**src/rtl/id_branch_unit.sv**
```systemverilog
`timescale 1ns/1ps
`default_nettype none
// ============================================================================
// id_branch_unit : IF/ID register plus ID-stage beq/bne/j/jal/jr resolution
// Revision       : 1.0
// ============================================================================
module id_branch_unit #(
  parameter logic [31:0] RESET_PC = 32'h0000_3000,
  parameter int          CNT_W    = 16
) (
  input  logic             clk,
  input  logic             reset,
  input  logic [31:0]      PC,
  input  logic [31:0]      instr_if,
  input  logic             stall,
  input  logic [31:0]      rs_val,
  input  logic [31:0]      rt_val,
  output logic             Jumpsign,
  output logic [31:0]      JumpAddr,
  output logic [31:0]      instr_id,
  output logic [31:0]      pc_id,
  output logic [31:0]      link_id,
  output logic             ds_id,
  output logic [CNT_W-1:0] taken_cnt
);

  localparam logic [5:0] OP_SPECIAL = 6'b000000;
  localparam logic [5:0] OP_J       = 6'b000010;
  localparam logic [5:0] OP_JAL     = 6'b000011;
  localparam logic [5:0] OP_BEQ     = 6'b000100;
  localparam logic [5:0] OP_BNE     = 6'b000101;
  localparam logic [5:0] FN_JR      = 6'b001000;

  logic [31:0]      instr_q, instr_d;
  logic [31:0]      pc_q, pc_d;
  logic             ds_q, ds_d;
  logic [CNT_W-1:0] cnt_q, cnt_d;

  logic [5:0]  op;
  logic [5:0]  funct;
  logic [31:0] pc_plus4;
  logic [31:0] br_target;
  logic [31:0] j_target;
  logic        is_ctrl;
  logic        taken;
  logic [31:0] target;

  assign op        = instr_q[31:26];
  assign funct     = instr_q[5:0];
  assign pc_plus4  = pc_q + 32'd4;
  assign br_target = pc_plus4 + {{14{instr_q[15]}}, instr_q[15:0], 2'b00};
  assign j_target  = {pc_plus4[31:28], instr_q[25:0], 2'b00};

  // Decode and resolve; the default target keeps JumpAddr deterministic
  // even when no transfer is in ID.
  always_comb begin
    is_ctrl = 1'b0;
    taken   = 1'b0;
    target  = pc_plus4;
    case (op)
      OP_BEQ: begin
        is_ctrl = 1'b1;
        taken   = (rs_val == rt_val);
        target  = br_target;
      end
      OP_BNE: begin
        is_ctrl = 1'b1;
        taken   = (rs_val != rt_val);
        target  = br_target;
      end
      OP_J, OP_JAL: begin
        is_ctrl = 1'b1;
        taken   = 1'b1;
        target  = j_target;
      end
      OP_SPECIAL: begin
        if (funct == FN_JR) begin
          is_ctrl = 1'b1;
          taken   = 1'b1;
          target  = rs_val;
        end
      end
      default: ;
    endcase
  end

  assign Jumpsign = taken & ~stall;
  assign JumpAddr = target;

  // The fetch word following any transfer is its delay slot; nothing is flushed.
  always_comb begin
    instr_d = instr_q;
    pc_d    = pc_q;
    ds_d    = ds_q;
    cnt_d   = cnt_q;
    if (!stall) begin
      instr_d = instr_if;
      pc_d    = PC;
      ds_d    = is_ctrl;
    end
    if (Jumpsign) begin
      cnt_d = cnt_q + {{(CNT_W-1){1'b0}}, 1'b1};
    end
  end

  always_ff @(posedge clk) begin
    if (reset) begin
      instr_q <= 32'd0;
      pc_q    <= RESET_PC;
      ds_q    <= 1'b0;
      cnt_q   <= '0;
    end else begin
      instr_q <= instr_d;
      pc_q    <= pc_d;
      ds_q    <= ds_d;
      cnt_q   <= cnt_d;
    end
  end

  assign instr_id  = instr_q;
  assign pc_id     = pc_q;
  assign ds_id     = ds_q;
  assign taken_cnt = cnt_q;
  assign link_id   = pc_q + 32'd8;

endmodule
`default_nettype wire

```
**config.mk**
```make
export PLATFORM = sky130hd
export DESIGN_NAME = id_branch_unit
export DESIGN_NICKNAME = d
export VERILOG_FILES = /design/src/rtl/id_branch_unit.sv
export SDC_FILE = /design/constraint.sdc
export NUM_CORES = 1
export LEC_CHECK = 0
export ABC_AREA = 0
export CAP_MARGIN = 0
export CORE_MARGIN = 2
export CORE_UTILIZATION = 35
export CTS_CLUSTER_DIAMETER = 60
export DETAILED_ROUTE_END_ITERATION = 6
export PLACE_DENSITY = 0.67
export SETUP_SLACK_MARGIN = 0.4
export SYNTH_ARGS = -nofsm -noshare
export SYNTH_HDL_FRONTEND = slang
export SYNTH_SLANG_ARGS = --single-unit
```
**constraint.sdc**
```tcl
create_clock -name clk -period 13 [get_ports clk]
set_input_delay 2.6 -clock clk [delete_from_list [all_inputs] [get_ports clk]]
set_output_delay 2.6 -clock clk [all_outputs]
set_load 0.05 [all_outputs]
```
# == Word level (Yosys, flattened, before mapping) ==
# Cells that the tools add are included.
# word_totals
output_inout_bits,146
in_bits,131
reg_bits,81
elab_cells,26
# classes
eq_ne,7
bitwise,2
mux,5
n_addsub,4
reduce_logical,4
# ops
cell,n
32-bit one-hot mux with 3 select lines,1
32-bit by 3-bit adder with 32-bit output (second input constant),1
32-bit adder,1
32-bit by 4-bit adder with 32-bit output (second input constant),1
32-bit == test,1
32-bit two-way mux,1
32-bit inequality test,1
16-bit by 1-bit adder with 16-bit output (second input constant),1
6-bit by 2-bit == test with 1-bit output (second input constant),2
6-bit by 3-bit == test with 1-bit output (second input constant),2
6-bit by 4-bit == test with 1-bit output (second input constant),1
6-bit logical NOT,1
1-bit one-hot mux with 4 select lines,1
2-bit OR reduction,2
4-bit OR reduction,1
1-bit one-hot mux with 2 select lines,1
1-bit bitwise AND,1
1-bit two-way mux,1
1-bit inverter,1

# == Depth between registers and ports, before layout ==
# logic_depth
depth_word,4
mapped_depth,16
depth_no_buf,14

# == Least setup slack after synthesis ==
# No wires, ideal clock.
# synth_timing
path_type,register -> output
start,"register pc_q[3], in the netlist pc_id[3]"
end,output port JumpAddr[27]
arrival_time_ns,4.390
setup_slack_ns,6.010
required_ns,10.400
stages_incl_launch_ff,16
n_path_buf,1
cell_sequence,dfxtp_1 -> ha_1 -> and4_1 -> buf_2 -> nand2_2 -> nor2_1 -> nand3_1 -> xnor2_1 -> ha_1 -> a21o_1 -> a21oi_1 -> o211a_1 -> o211a_1 -> o31ai_1 -> a31oi_1 -> o21ai_0
# synth_via
elab_chain_len,3
# synth_lines
item,line_no,rtl
"start, declared",35,"logic [31:0] pc_q, pc_d;"
"start signal, assigned",114,pc_q <= pc_d;
32-bit by 3-bit adder with 32-bit output (*),50,assign pc_plus4 = pc_q + 32'd4;
32-bit adder / 32-bit two-way mux (equally long branches),"51, 77",
32-bit one-hot mux with 3 select lines (*),60,case (op)
"end, declared",19,"output logic [31:0] JumpAddr,"
# Every way passes the cells marked *; elsewhere a longest branch is shown, timed or not.

# == Worst setup path after layout ==
# layout_timing
start,"register pc_q[4], in the netlist pc_id[4]"
end,output port JumpAddr[31]
# Same word-level chain as after synthesis.

==> results.toml <==
[status]
outcome = "finished clean"

[finish]
num-fill-cells = 1917
stdcell_count = 1362
syn_to_final_growth_pct = 46.4
drive_gt1_share_pct = 3.65
antennaDiodeCount = 0
regArea_um2 = 1620
multiInputGateArea_um2 = 4950
fin_nets = 1260

[flow_run]
max_cap_violations = 0

[sta]
rsz0062_at_grt = "false"
hold_viol = 0
fin_setup_tns_ns = 0
layout_setup_ws_ns = 4.68
fin_crit_ns = 8.32
min_period_over_period_pct = 64.0
slew_headroom_pct = 30.8
clock_skew_ns = 0.00671
slew_viol_final = 0
max_freq_mhz = 120
hold_ws_ns = 0.489
setup_violations = 0
tightest_slew_ns = 1.03

[critical_path]
crit_arrival_ns = 5.72
reg2reg_from = "instr_id[31]$_SDFFE_PP0N_"
cp-end-kind = "output pin"
worstPathMaxFanout = 9
criticalPathCategory = "flop to output pin"
start_kind = "flop"
worst_r2r_endpoint = "taken_cnt[9]$_SDFFE_PP0P_"
reg2reg_depth = 7
rrSetupSlack_ns = 9.90
critPathRequiredTime_ns = 10.40

[logic_synthesis]
ys_top_cells_by_area = "dfxtp_1 24%, mux2i_1 9.5%, xor2_1 7.5%, xnor2_1 6.6%, ha_1 6.5%"
synth-warning-count = 0
syn_area_um2 = 6880
synth_cell_types = 66
ys.flop_type = "dfxtp_1"
syn-instance-count = 854
synth.top_cell.area_share_pct = 23.6
synthTopCellsByCount = "97 x nor2_1, 81 x dfxtp_1, 65 x mux2i_1"
synth-edff-count = 0
yosysSeqAreaShare_pct = 23.6
syn_nets = 1022
yosysMostFrequentCell = "nor2_1"
async_flop_share_pct = 0
synth_seq_cells = 81
syn_avg_cell_area_um2 = 8.06
yosys.area.top_type = "dfxtp_1"

[drt]
drt_first_pass_iters = 6
remaining_drc_errors = 0
drt_first_iter_violations = 413
vias = 7471
viasPerCell = 5.49
wl_um = 27500
post_drt_wl_per_cell_um = 20.2
drtAntennaViolNets = 0

[cts]
htree_levels = 3
path_clk_slew_ns = 0.06
root_buffer = "clkbuf_16"
clk_path_buf_depth = 2
postCtsSetupBuffers = 0
insertion_delay_ns = 0.35
cts_tree = "done"
holdBufCountCts = 0
cts_sinks = 81
cts_resized = 0
numCtsBuffers = 9

[floorplan]
io_pins = 277
coreArea_um2 = 19400
die-height_um = 144
fp.dieArea_um2 = 20800
initial_utilization_pct = 35.5
chipWidth_um = 144
std_cell_rows = 51

[place]
dp.cells = 1346
port_buffers = 276
dpl_worst_slack_ns = 4.91
dpl.hpwl_um = 21300
gp_congestion = 0.964

[min_path]
worstHoldStart = "ds_id$_SDFFE_PP0N_"
min_path_type = "flop to flop"
hold_end = "ds_id$_SDFFE_PP0N_"
hold_depth = 2

[global_routing]
overflow = 0
grt_pass1_vias = 7072
grt_pass1_wl_um = 41100
grt_max_degree = 82
antenna_found_initial = 0
grt_usage_pct = 26.1

[power_and_ir_drop]
p_leak_nw = 4.01
ir_drop_mv = 0.0609
power.density_nw_per_um2 = 89.4
power_frac_clock_pct = 29.1
switchingPower_w = 0.000353
comb_power_share_pct = 39.5
p_int_w = 0.000547
sw_frac_of_total_pct = 39.2
finalPower_w = 0.000900
seq_power_share_pct = 31.5
[metal layers]
metal / wire length (um) / vias up / track usage, % / share of wire (%)
met4: 554 / 0 / 6.64 / 2.0
met1: 11800 / 3488 / 33.4 / 43
met5: 0 / - / 0 / 0
met2: 12600 / 339 / 43.6 / 46
li1: - / 3617 / - / -
met3: 2600 / 27 / 6.79 / 9.4
[sequential cells by signal, summed over array words and instances (netlist names)]
name	count
ds_id	1
taken_cnt	16
instr_id	32
pc_id	32
[power groups by stage]
stage	Clock [W]	Combinational [W]	Sequential, W
CTS	0.000267	0.000356	0.000283
finish	0.000262	0.000355	0.000283
detailed placement	0	0.000354	0.000289
floorplan	0	0.000180	0.000321
global placement	0	0.000355	0.000288
global route	0.000277	0.000377	0.000285
[worst max-delay path by stage]
stage | start | to | slack, ns
floorplan | pc_id[3]$_SDFFE_PP0N_ | JumpAddr[27] | 6.01
global placement | rs_val[13] | Jumpsign | 4.94
detailed placement | rs_val[13] | Jumpsign | 4.91
CTS | pc_id[4]$_SDFFE_PP0N_ | JumpAddr[31] | 4.77
global route | pc_id[4]$_SDFFE_PP0N_ | JumpAddr[31] | 4.42
finish | pc_id[4]$_SDFFE_PP0N_ | JumpAddr[31] | 4.68
[cell families after synthesis]
family | share of synthesized area, %
mux | 9.62
buf+inv | 4.66
xor+xnor | 14.1
fa+ha+maj | 6.84
flops | 23.6
simple gates | 22.6
compound gates | 18.6
[critical path, cell delays in order, from the launching register on]
cell and delay [ns]:
dfxtp_1 0.52, ha_1 0.34, and4_1 0.44, nand4_1 0.25, nor2_1 0.40, nand3_1 0.19
xnor2_1 0.47, ha_1 0.43, nand2_1 0.11, o21ai_1 0.07, or4_1 0.41, o2111ai_1 0.15
o211ai_1 0.15, or4_1 0.49, nand3_1 0.11, clkdlybuf4s50_1 0.81
[area by class of cell]
type	count	share of cell area, %
multi-input combinational	700	49.1
sequential	81	16.1
inverter	17	0.634
timing repair buffer	283	27.9
clock buffer	10	2.27
tap	265	3.29
clock inverter	6	0.659
[through the flow]
stage                     util, %  instance area [um2]
after floorplan                 -                 6880
after global placement       50.4                 9770
after detailed placement     50.4                 9770
after CTS                    51.9                10100
after global routing         51.9                10100
final                        51.9                10100
[layout by cell type, fill, tap and decap left out, drive strengths merged, types with 4 or more instances in the layout]
cell,Yosys,final
o21ai,41,41
ha,36,36
nor3,18,18
a21o,13,13
and4,9,9
xor2,59,59
o31ai,13,13
a211o,4,4
or3,11,11
clkdlybuf4s50,0,274
nand2b,5,5
or4,4,4
nand3,40,40
buf,22,9
and3,11,11
clkbuf,34,10
a211oi,5,5
a222oi,22,22
mux2i,65,65
o211ai,6,6
nor2b,5,5
a21oi,41,41
a31oi,12,12
nand2,55,55
nand4,14,14
nor4,14,14
nor4b,4,4
dfxtp,81,81
nor2,97,97
and2,7,7
xnor2,52,52
o21a,7,7
inv,17,18
Power figures use the tool's default switching activity.
